==> config.mk <==
export PLATFORM = sky130hd
export DESIGN_NAME = axilite_reg_bridge
export DESIGN_NICKNAME = d
export VERILOG_FILES = /design/src/rtl/axilite_reg_bridge.sv
export SDC_FILE = /design/constraint.sdc
export NUM_CORES = 1
export LEC_CHECK = 0
export CAP_MARGIN = 20
export CORE_ASPECT_RATIO = 0.8
export CORE_MARGIN = 2
export CORE_UTILIZATION = 49
export DETAILED_ROUTE_END_ITERATION = 6
export PLACE_DENSITY = 0.8
export SETUP_SLACK_MARGIN = 0.2
export SYNTH_ARGS = -nofsm -noshare
export SYNTH_HDL_FRONTEND = slang
export SYNTH_SLANG_ARGS = --single-unit
==> constraint.sdc <==
create_clock -name AXI_ACLK -period 2.35 [get_ports AXI_ACLK]
set_input_delay 0.47 -clock AXI_ACLK [delete_from_list [all_inputs] [get_ports AXI_ACLK]]
set_output_delay 0.47 -clock AXI_ACLK [all_outputs]
set_load 0.02 [all_outputs]
==> src/rtl/axilite_reg_bridge.sv <==
// AXI4-Lite slave bridged onto a single-cycle req/ack register bus; all outputs registered.
// Handshake -> req 1 cycle, ack -> VALID 1 cycle (3 min); one outstanding per direction, READY low while busy.
module axilite_reg_bridge #(
    parameter int AXI_ADDRESS_WIDTH = 16,
    parameter int AXI_DATA_WIDTH = 32,
    parameter logic [AXI_ADDRESS_WIDTH-1:0] VALID_ADDR_RANGE = 16'h000F,
    parameter int REQ_TIMEOUT = 32
) (
    input  logic                                         AXI_ACLK,
    input  logic                                         AXI_RESETN,
    input  logic                                         AXI_AWVALID,
    output logic                                         AXI_AWREADY,
    input  logic [AXI_ADDRESS_WIDTH-1:0]                 AXI_AWADDR,
    input  logic                                         AXI_WVALID,
    output logic                                         AXI_WREADY,
    input  logic [AXI_DATA_WIDTH-1:0]                    AXI_WDATA,
    input  logic [AXI_DATA_WIDTH/8-1:0]                  AXI_WSTRB,
    output logic                                         AXI_BVALID,
    output logic [1:0]                                   AXI_BRESP,
    input  logic                                         AXI_BREADY,
    input  logic                                         AXI_ARVALID,
    output logic                                         AXI_ARREADY,
    input  logic [AXI_ADDRESS_WIDTH-1:0]                 AXI_ARADDR,
    output logic                                         AXI_RVALID,
    output logic [1:0]                                   AXI_RRESP,
    output logic [AXI_DATA_WIDTH-1:0]                    AXI_RDATA,
    input  logic                                         AXI_RREADY,
    output logic                                         axi_wreq,
    output logic [AXI_ADDRESS_WIDTH-$clog2(AXI_DATA_WIDTH/8)-1:0] axi_waddr,
    output logic [AXI_DATA_WIDTH-1:0]                    axi_wdata,
    output logic [AXI_DATA_WIDTH/8-1:0]                  axi_wstrb,
    input  logic                                         axi_wack,
    output logic                                         axi_rreq,
    output logic [AXI_ADDRESS_WIDTH-$clog2(AXI_DATA_WIDTH/8)-1:0] axi_raddr,
    input  logic [AXI_DATA_WIDTH-1:0]                    axi_rdata,
    input  logic                                         axi_rack,
    output logic [15:0]                                  wr_timeout_cnt,
    output logic [15:0]                                  rd_timeout_cnt
);
    localparam int AW = AXI_ADDRESS_WIDTH;
    localparam int DW = AXI_DATA_WIDTH;
    localparam int BW = AXI_DATA_WIDTH / 8;
    localparam int SB = $clog2(BW);
    localparam int CW = (REQ_TIMEOUT > 2) ? $clog2(REQ_TIMEOUT) : 1;
    localparam logic [CW-1:0] TO_LAST = CW'(REQ_TIMEOUT - 1);
    localparam logic [1:0] OKAY = 2'b00, SLVERR = 2'b10, DECERR = 2'b11;

    typedef enum logic [1:0] {W_IDLE, W_REQ, W_WAIT, W_RESP} w_state_t;
    typedef enum logic [1:0] {R_IDLE, R_REQ, R_WAIT, R_RESP} r_state_t;

    // Write side: addr/data/strb hold the captured beat; waddr/wdata/wstrb are the bus copies.
    typedef struct packed {
        w_state_t         st;
        logic             aw_done;
        logic             w_done;
        logic [AW-1:0]    addr;
        logic [DW-1:0]    data;
        logic [BW-1:0]    strb;
        logic             awready;
        logic             wready;
        logic             bvalid;
        logic [1:0]       bresp;
        logic             req;
        logic [AW-SB-1:0] waddr;
        logic [DW-1:0]    wdata;
        logic [BW-1:0]    wstrb;
        logic [CW-1:0]    cnt;
        logic [15:0]      to_cnt;
    } wr_regs_t;

    typedef struct packed {
        r_state_t         st;
        logic             arready;
        logic             rvalid;
        logic [1:0]       rresp;
        logic [DW-1:0]    rdata;
        logic             req;
        logic [AW-SB-1:0] raddr;
        logic [CW-1:0]    cnt;
        logic [15:0]      to_cnt;
    } rd_regs_t;

    wr_regs_t wq, wd;
    rd_regs_t rq, rd;
    logic     aw_hs, w_hs, ar_hs;

    always_ff @(posedge AXI_ACLK) begin
        if (!AXI_RESETN) begin
            wq <= '0;
            rq <= '0;
        end else begin
            wq <= wd;
            rq <= rd;
        end
    end

    always_comb begin
        aw_hs  = AXI_AWVALID && wq.awready;
        w_hs   = AXI_WVALID && wq.wready;
        wd     = wq;
        wd.req = 1'b0;
        case (wq.st)
            W_IDLE: begin
                if (aw_hs) begin
                    wd.addr    = AXI_AWADDR;
                    wd.aw_done = 1'b1;
                end
                if (w_hs) begin
                    wd.data   = AXI_WDATA;
                    wd.strb   = AXI_WSTRB;
                    wd.w_done = 1'b1;
                end
                wd.awready = !wd.aw_done;
                wd.wready  = !wd.w_done;
                if (wd.aw_done && wd.w_done) begin
                    wd.aw_done = 1'b0;
                    wd.w_done  = 1'b0;
                    // Range check uses the full byte address, low bits included.
                    if (wd.addr > VALID_ADDR_RANGE) begin
                        wd.st     = W_RESP;
                        wd.bvalid = 1'b1;
                        wd.bresp  = DECERR;
                    end else begin
                        wd.st    = W_REQ;
                        wd.req   = 1'b1;
                        wd.waddr = wd.addr[AW-1:SB];
                        wd.wdata = wd.data;
                        wd.wstrb = wd.strb;
                    end
                end
            end
            W_REQ: begin
                wd.st  = W_WAIT;
                wd.cnt = '0;
            end
            W_WAIT: begin
                if (axi_wack) begin
                    wd.st     = W_RESP;
                    wd.bvalid = 1'b1;
                    wd.bresp  = OKAY;
                end else if (wq.cnt == TO_LAST) begin
                    wd.st     = W_RESP;
                    wd.bvalid = 1'b1;
                    wd.bresp  = SLVERR;
                    if (wq.to_cnt != 16'hFFFF) wd.to_cnt = wq.to_cnt + 16'd1;
                end else begin
                    wd.cnt = wq.cnt + 1'b1;
                end
            end
            W_RESP: begin
                if (AXI_BREADY) begin
                    wd.st      = W_IDLE;
                    wd.bvalid  = 1'b0;
                    wd.awready = 1'b1;
                    wd.wready  = 1'b1;
                end
            end
            default: wd.st = W_IDLE;
        endcase
    end

    always_comb begin
        ar_hs  = AXI_ARVALID && rq.arready;
        rd     = rq;
        rd.req = 1'b0;
        case (rq.st)
            R_IDLE: begin
                rd.arready = 1'b1;
                if (ar_hs) begin
                    rd.arready = 1'b0;
                    if (AXI_ARADDR > VALID_ADDR_RANGE) begin
                        rd.st     = R_RESP;
                        rd.rvalid = 1'b1;
                        rd.rresp  = DECERR;
                        rd.rdata  = '0;
                    end else begin
                        rd.st    = R_REQ;
                        rd.req   = 1'b1;
                        rd.raddr = AXI_ARADDR[AW-1:SB];
                    end
                end
            end
            R_REQ: begin
                rd.st  = R_WAIT;
                rd.cnt = '0;
            end
            R_WAIT: begin
                if (axi_rack) begin
                    rd.st     = R_RESP;
                    rd.rvalid = 1'b1;
                    rd.rresp  = OKAY;
                    rd.rdata  = axi_rdata;
                end else if (rq.cnt == TO_LAST) begin
                    rd.st     = R_RESP;
                    rd.rvalid = 1'b1;
                    rd.rresp  = SLVERR;
                    rd.rdata  = '0;
                    if (rq.to_cnt != 16'hFFFF) rd.to_cnt = rq.to_cnt + 16'd1;
                end else begin
                    rd.cnt = rq.cnt + 1'b1;
                end
            end
            R_RESP: begin
                if (AXI_RREADY) begin
                    rd.st      = R_IDLE;
                    rd.rvalid  = 1'b0;
                    rd.arready = 1'b1;
                end
            end
            default: rd.st = R_IDLE;
        endcase
    end

    assign AXI_AWREADY    = wq.awready;
    assign AXI_WREADY     = wq.wready;
    assign AXI_BVALID     = wq.bvalid;
    assign AXI_BRESP      = wq.bresp;
    assign axi_wreq       = wq.req;
    assign axi_waddr      = wq.waddr;
    assign axi_wdata      = wq.wdata;
    assign axi_wstrb      = wq.wstrb;
    assign wr_timeout_cnt = wq.to_cnt;
    assign AXI_ARREADY    = rq.arready;
    assign AXI_RVALID     = rq.rvalid;
    assign AXI_RRESP      = rq.rresp;
    assign AXI_RDATA      = rq.rdata;
    assign axi_rreq       = rq.req;
    assign axi_raddr      = rq.raddr;
    assign rd_timeout_cnt = rq.to_cnt;
endmodule

Word level (Yosys, flattened, before mapping)
Index checks and enable logic that the tools add are counted.

storage, ports and cells
  register bits = 207
  bits in latches = 0
  bits in writable memories = 0
  bits in read-only memories = 0
  bits of input ports = 109
  output and inout port bits = 139
  logic and storage cells = 134
  memories kept = 0

operators by class
  add/sub/neg operators = 4
  multiply operators = 0
  div/mod/pow operators = 0
  order comparisons = 2
  equal/unequal tests = 22
  shift operators = 0
  multiplexer cells = 45
  bitwise logic cells = 4
  reduce and logical (&&, ||, !) cells = 32

operators with widths
  cell                     count
  $mux W35                 3
  $mux W16                 6
  $pmux W34 S2             1
  $mux W54                 1
  $mux W53                 1
  $mux W51                 1
  $mux W21                 2
  $mux W36                 1
  $add A16 B1 Y16 const B  2
  $gt A16 B4 Y1 const B    2
  $ne A16 B16 Y1 const B   2
  $reduce_and A3 Y1        8
  $ne A2 B2 Y1 const B     10
  $pmux W5 S2              2
  $pmux W2 S4              2
  $reduce_and A4 Y1        4
  $mux W15                 1
  $mux W2                  7
  $mux W3                  4
  $reduce_bool A2 Y1       6
  $add A5 B1 Y5 const B    2
  $eq A5 B5 Y1 const B     2
  $mux W5                  2
  $reduce_and A5 Y1        2
  14 further kinds         35

Logic depth before layout (Yosys ltp)
  depth after elaboration = 7
  depth in mapped cells = 10
  gate-level depth less buffers = 8

Least setup slack after synthesis
OpenSTA, ideal clock, no wires.

  kind = reg-to-reg
  from = register rq[16] (netlist bit)
  to = register rq (netlist bit AXI_RDATA[22])
  setup time = 0.128 ns
  arrival time = 1.935 ns
  data required time = 2.222 ns
  slack = 0.286 ns
  stages on the path, launching flop included = 10
  buffers on the path = 2
  clock period less this slack = 2.064 ns
  cells stage by stage = dfxtp_1 ha_1 and3_1 ha_1 nor3b_2 a21oi_1 nand2_1 buf_2 clkbuf_1 o21ai_0

on the way
  longest elaborated chain between the ends = 3

RTL lines
  item                                line  source
  from (decl)                         84    rd_regs_t rq, rd;
  from (signal assigned)              93    rq <= rd;
  $eq A5 B5 Y1                        193   end else if (rq.cnt == TO_LAST) begin
  $ne A3 B3 Y1 (no source line)       n/a
  $reduce_and A4 Y1 (no source line)  n/a

Every way passes these cells.
A chain may end at the register's enable or synchronous reset.

Worst setup path after layout
  from = register wq (netlist bit wr_timeout_cnt[2])
  to = output port wr_timeout_cnt[2]

RTL lines
  item                    line  source
  from (decl)             83    wr_regs_t wq, wd;
  from (signal assigned)  92    wq <= wd;
  to (decl)               37    output logic [15:0] wr_timeout_cnt,

No word-level cell between the ends.

==> reports/results.txt <==
Status = completed
Top FF cell, synth = dfxtp_1
Core area = 0.0189 mm^2
Internal = 6910 uW
Fillers = 1565
First-pass GRT wire length = 35400 um
Final Max Slew Viols = 0
YS warnings = 0
Worst VDD drop = 458 uV
Register area = 0.00411 mm^2
Max-cap viol count = 0
Flops & latches, synth = 205
Clock Power Share = 0.338
Vias = 7554
Clk sinks = 205
DIE HEIGHT = 128 um
IO Count = 248
Hpwl dp = 15300 um
Footprint of the multi-input gates = 0.00404 mm^2
Synth area leaders = dfxtp_1, buf_4, nand2_1, mux2i_1, a21oi_1
Post-layout util = 0.638
Worst path required time = 1.88 ns
Routed Antenna Nets = 0
Switch share = 0.300
Diodes inserted = 0
Mapped cell area = 0.00942 mm^2
Vias per cell = 5.14
Initial antenna violation count = 0
Crit-path cells = clkdlybuf4s50_1
Psw = 2950 uW
Post-synth top area cell = dfxtp_1
1st-pass router iterations = 5
Routability cong. = 0.794
Area Growth Syn to Fin = 28.0%
Setup crit end kind = output port
P per Cell Area = 817 mW/mm^2
Final cycle utilization of the critical path = 0.896
Reg clk slew, reported paths = 0.06 ns
Crit path DAT = 1.63 ns
CP Launch Type = flip-flop
Post-synth EDFFs = 0
Final worst path period need = 2.10 ns
Initial drt markers = 407
Worst Hold Class = in -> reg
Buffers and inverters on the worst path = 1
Nets = 1324
Vias in the first global route = 7142
Die area = 0.0204 mm^2
CTS tree = done
DRC Markers = 0
Rows = 45
RSZ-0062 raised after global routing = yes
Final WL = 21900 um
Largest net degree at the start of global routing = 68
Max stage delay on crit path = 0.69 ns
Post-Syn Area per Cell = 8.64 um^2
WHS = 0.383 ns
Chip width = 159 um
Crit-path max FO = 6
Setup violators final = 0
Clock insertion delay at the later pin of the skew report = 0.50 ns
Post-synth ARST share = 0
Leakage power = 0.00435 uW
Grt ovf = 0
Setup bufs post-CTS = 0
Seq/Total Area, Yosys = 0.436
# H-tree levels = 1
Fin. Hold Viols = 0
Total GRT Usage = 0.206
Clock Skew = 0.0145 ns
IO Port Bufs = 243
Routed len/inst = 14.9 um
Synth Net Count = 1213
Clock Path Buffers = 3
Post-CTS Hold Fix Bufs = 0
Layout cells sized above 1 = 0.0973
CTS Buf Count = 21
Cell at the slowest stage of the critical path = clkdlybuf4s50_1
CP top delay family = buffers and inverters
Clk root buf = clkbuf_16
Initial Utilization = 0.498
Sequential power share = 0.402
Slew @ Worst Pin = 0.561 ns
Headroom to the max-slew limit = 0.623
Gate Count Post-Synth = 1090
Setup Crit Path Kind = reg -> out
Yosys top cell area share = 0.436
Fmax = 475 MHz
Cell with the most instances after synthesis = dfxtp_1
Synth unique cells = 52
Comb pwr share = 0.259
Resize count post-CTS = 0
Top cells by count, synth = dfxtp_1, nand2_1, buf_4
==> worst paths after layout <==
check | endpoint | cells past startpoint | from | slack, ns
hold reg to reg | wq[106] | 2 | wq[106] | 0.45
setup reg to reg | wr_timeout_cnt[13] | 8 | wq[16] | 0.33
setup / recovery | wr_timeout_cnt[2] | 1 | wr_timeout_cnt[2] | 0.25
hold / removal | AXI_BRESP[1] | 2 | AXI_RESETN | 0.38
==> logic make-up after synthesis <==
kind of cell    after synthesis  synth area share
compound gates              175             0.119
simple gates                410             0.208
flops                       205             0.436
mux                          52            0.0552
xor+xnor                     23            0.0214
fa+ha+maj                    14            0.0186
buf+inv                     211             0.142
==> final cells by class <==
type / instances / area share
Sequential cell: 205 / 0.340
Clock inverter: 7 / 0.00778
Inverter: 15 / 0.00488
Multi-Input combinational cell: 674 / 0.335
Timing Repair Buffer: 284 / 0.236
Tap cell: 258 / 0.0268
Clock buffer: 28 / 0.0491
==> per-layer routing <==
metal  track usage  wire length (um)
met2         0.341             10200
met4        0.0545               559
met1         0.271              9900
met5             0                 0
met3        0.0489              1180
==> placed cells by master (no fill, tap or decap), types with 3 or more instances in the layout <==
cell	Yosys	routed
a211oi_1	32	32
a211oi_2	11	11
a21o_1	3	3
a21oi_1	65	65
a31oi_1	3	3
and3_1	36	36
buf_12	0	9
buf_4	134	32
clkbuf_1	41	3
clkbuf_16	0	21
clkbuf_8	0	4
clkdlybuf4s50_1	0	241
dfxtp_1	205	203
ha_1	14	13
inv_1	14	14
mux2i_1	52	52
nand2_1	170	170
nand2b_1	12	12
nand3_1	47	47
nand4_1	14	14
nand4b_1	4	4
nor2_1	73	73
nor2_2	10	10
nor3_1	8	8
nor4_1	13	11
nor4_2	3	5
o21ai_0	45	45
o221a_2	3	3
or3_1	6	5
xnor2_1	18	18
xor2_1	5	5
==> sequential cells by signal, indices dropped and copies added, names as in the netlist, 7 cells and up <==
name            flops
rq                  7
axi_wdata          32
wq                 59
AXI_RDATA          32
axi_raddr          14
axi_waddr          14
rd_timeout_cnt     16
wr_timeout_cnt     16
==> through the flow <==
stage	total power, uW	setup TNS, ns	cell area [um^2]	setup slack (ns)	cells
after floorplan	5740	0	9420	0.286	1090
after detailed placement	6590	-0.510	11300	-0.0461	1436
final	9860	0	12100	0.245	1471
after global placement	6530	-0.000917	11300	-0.000604	1436
after CTS	9950	0	12000	0.241	1471
after global routing	10400	0	12100	0.172	1471
==> power by group through the flow <==
stage	clock, uW	sequential (uW)	combinational, uW
floorplan	0	4030	1700
global placement	0	4020	2500
detailed placement	0	4040	2550
CTS	3420	3960	2570
global route	3560	4010	2800
finish	3330	3970	2560
(Power assumes the default switching activity.)
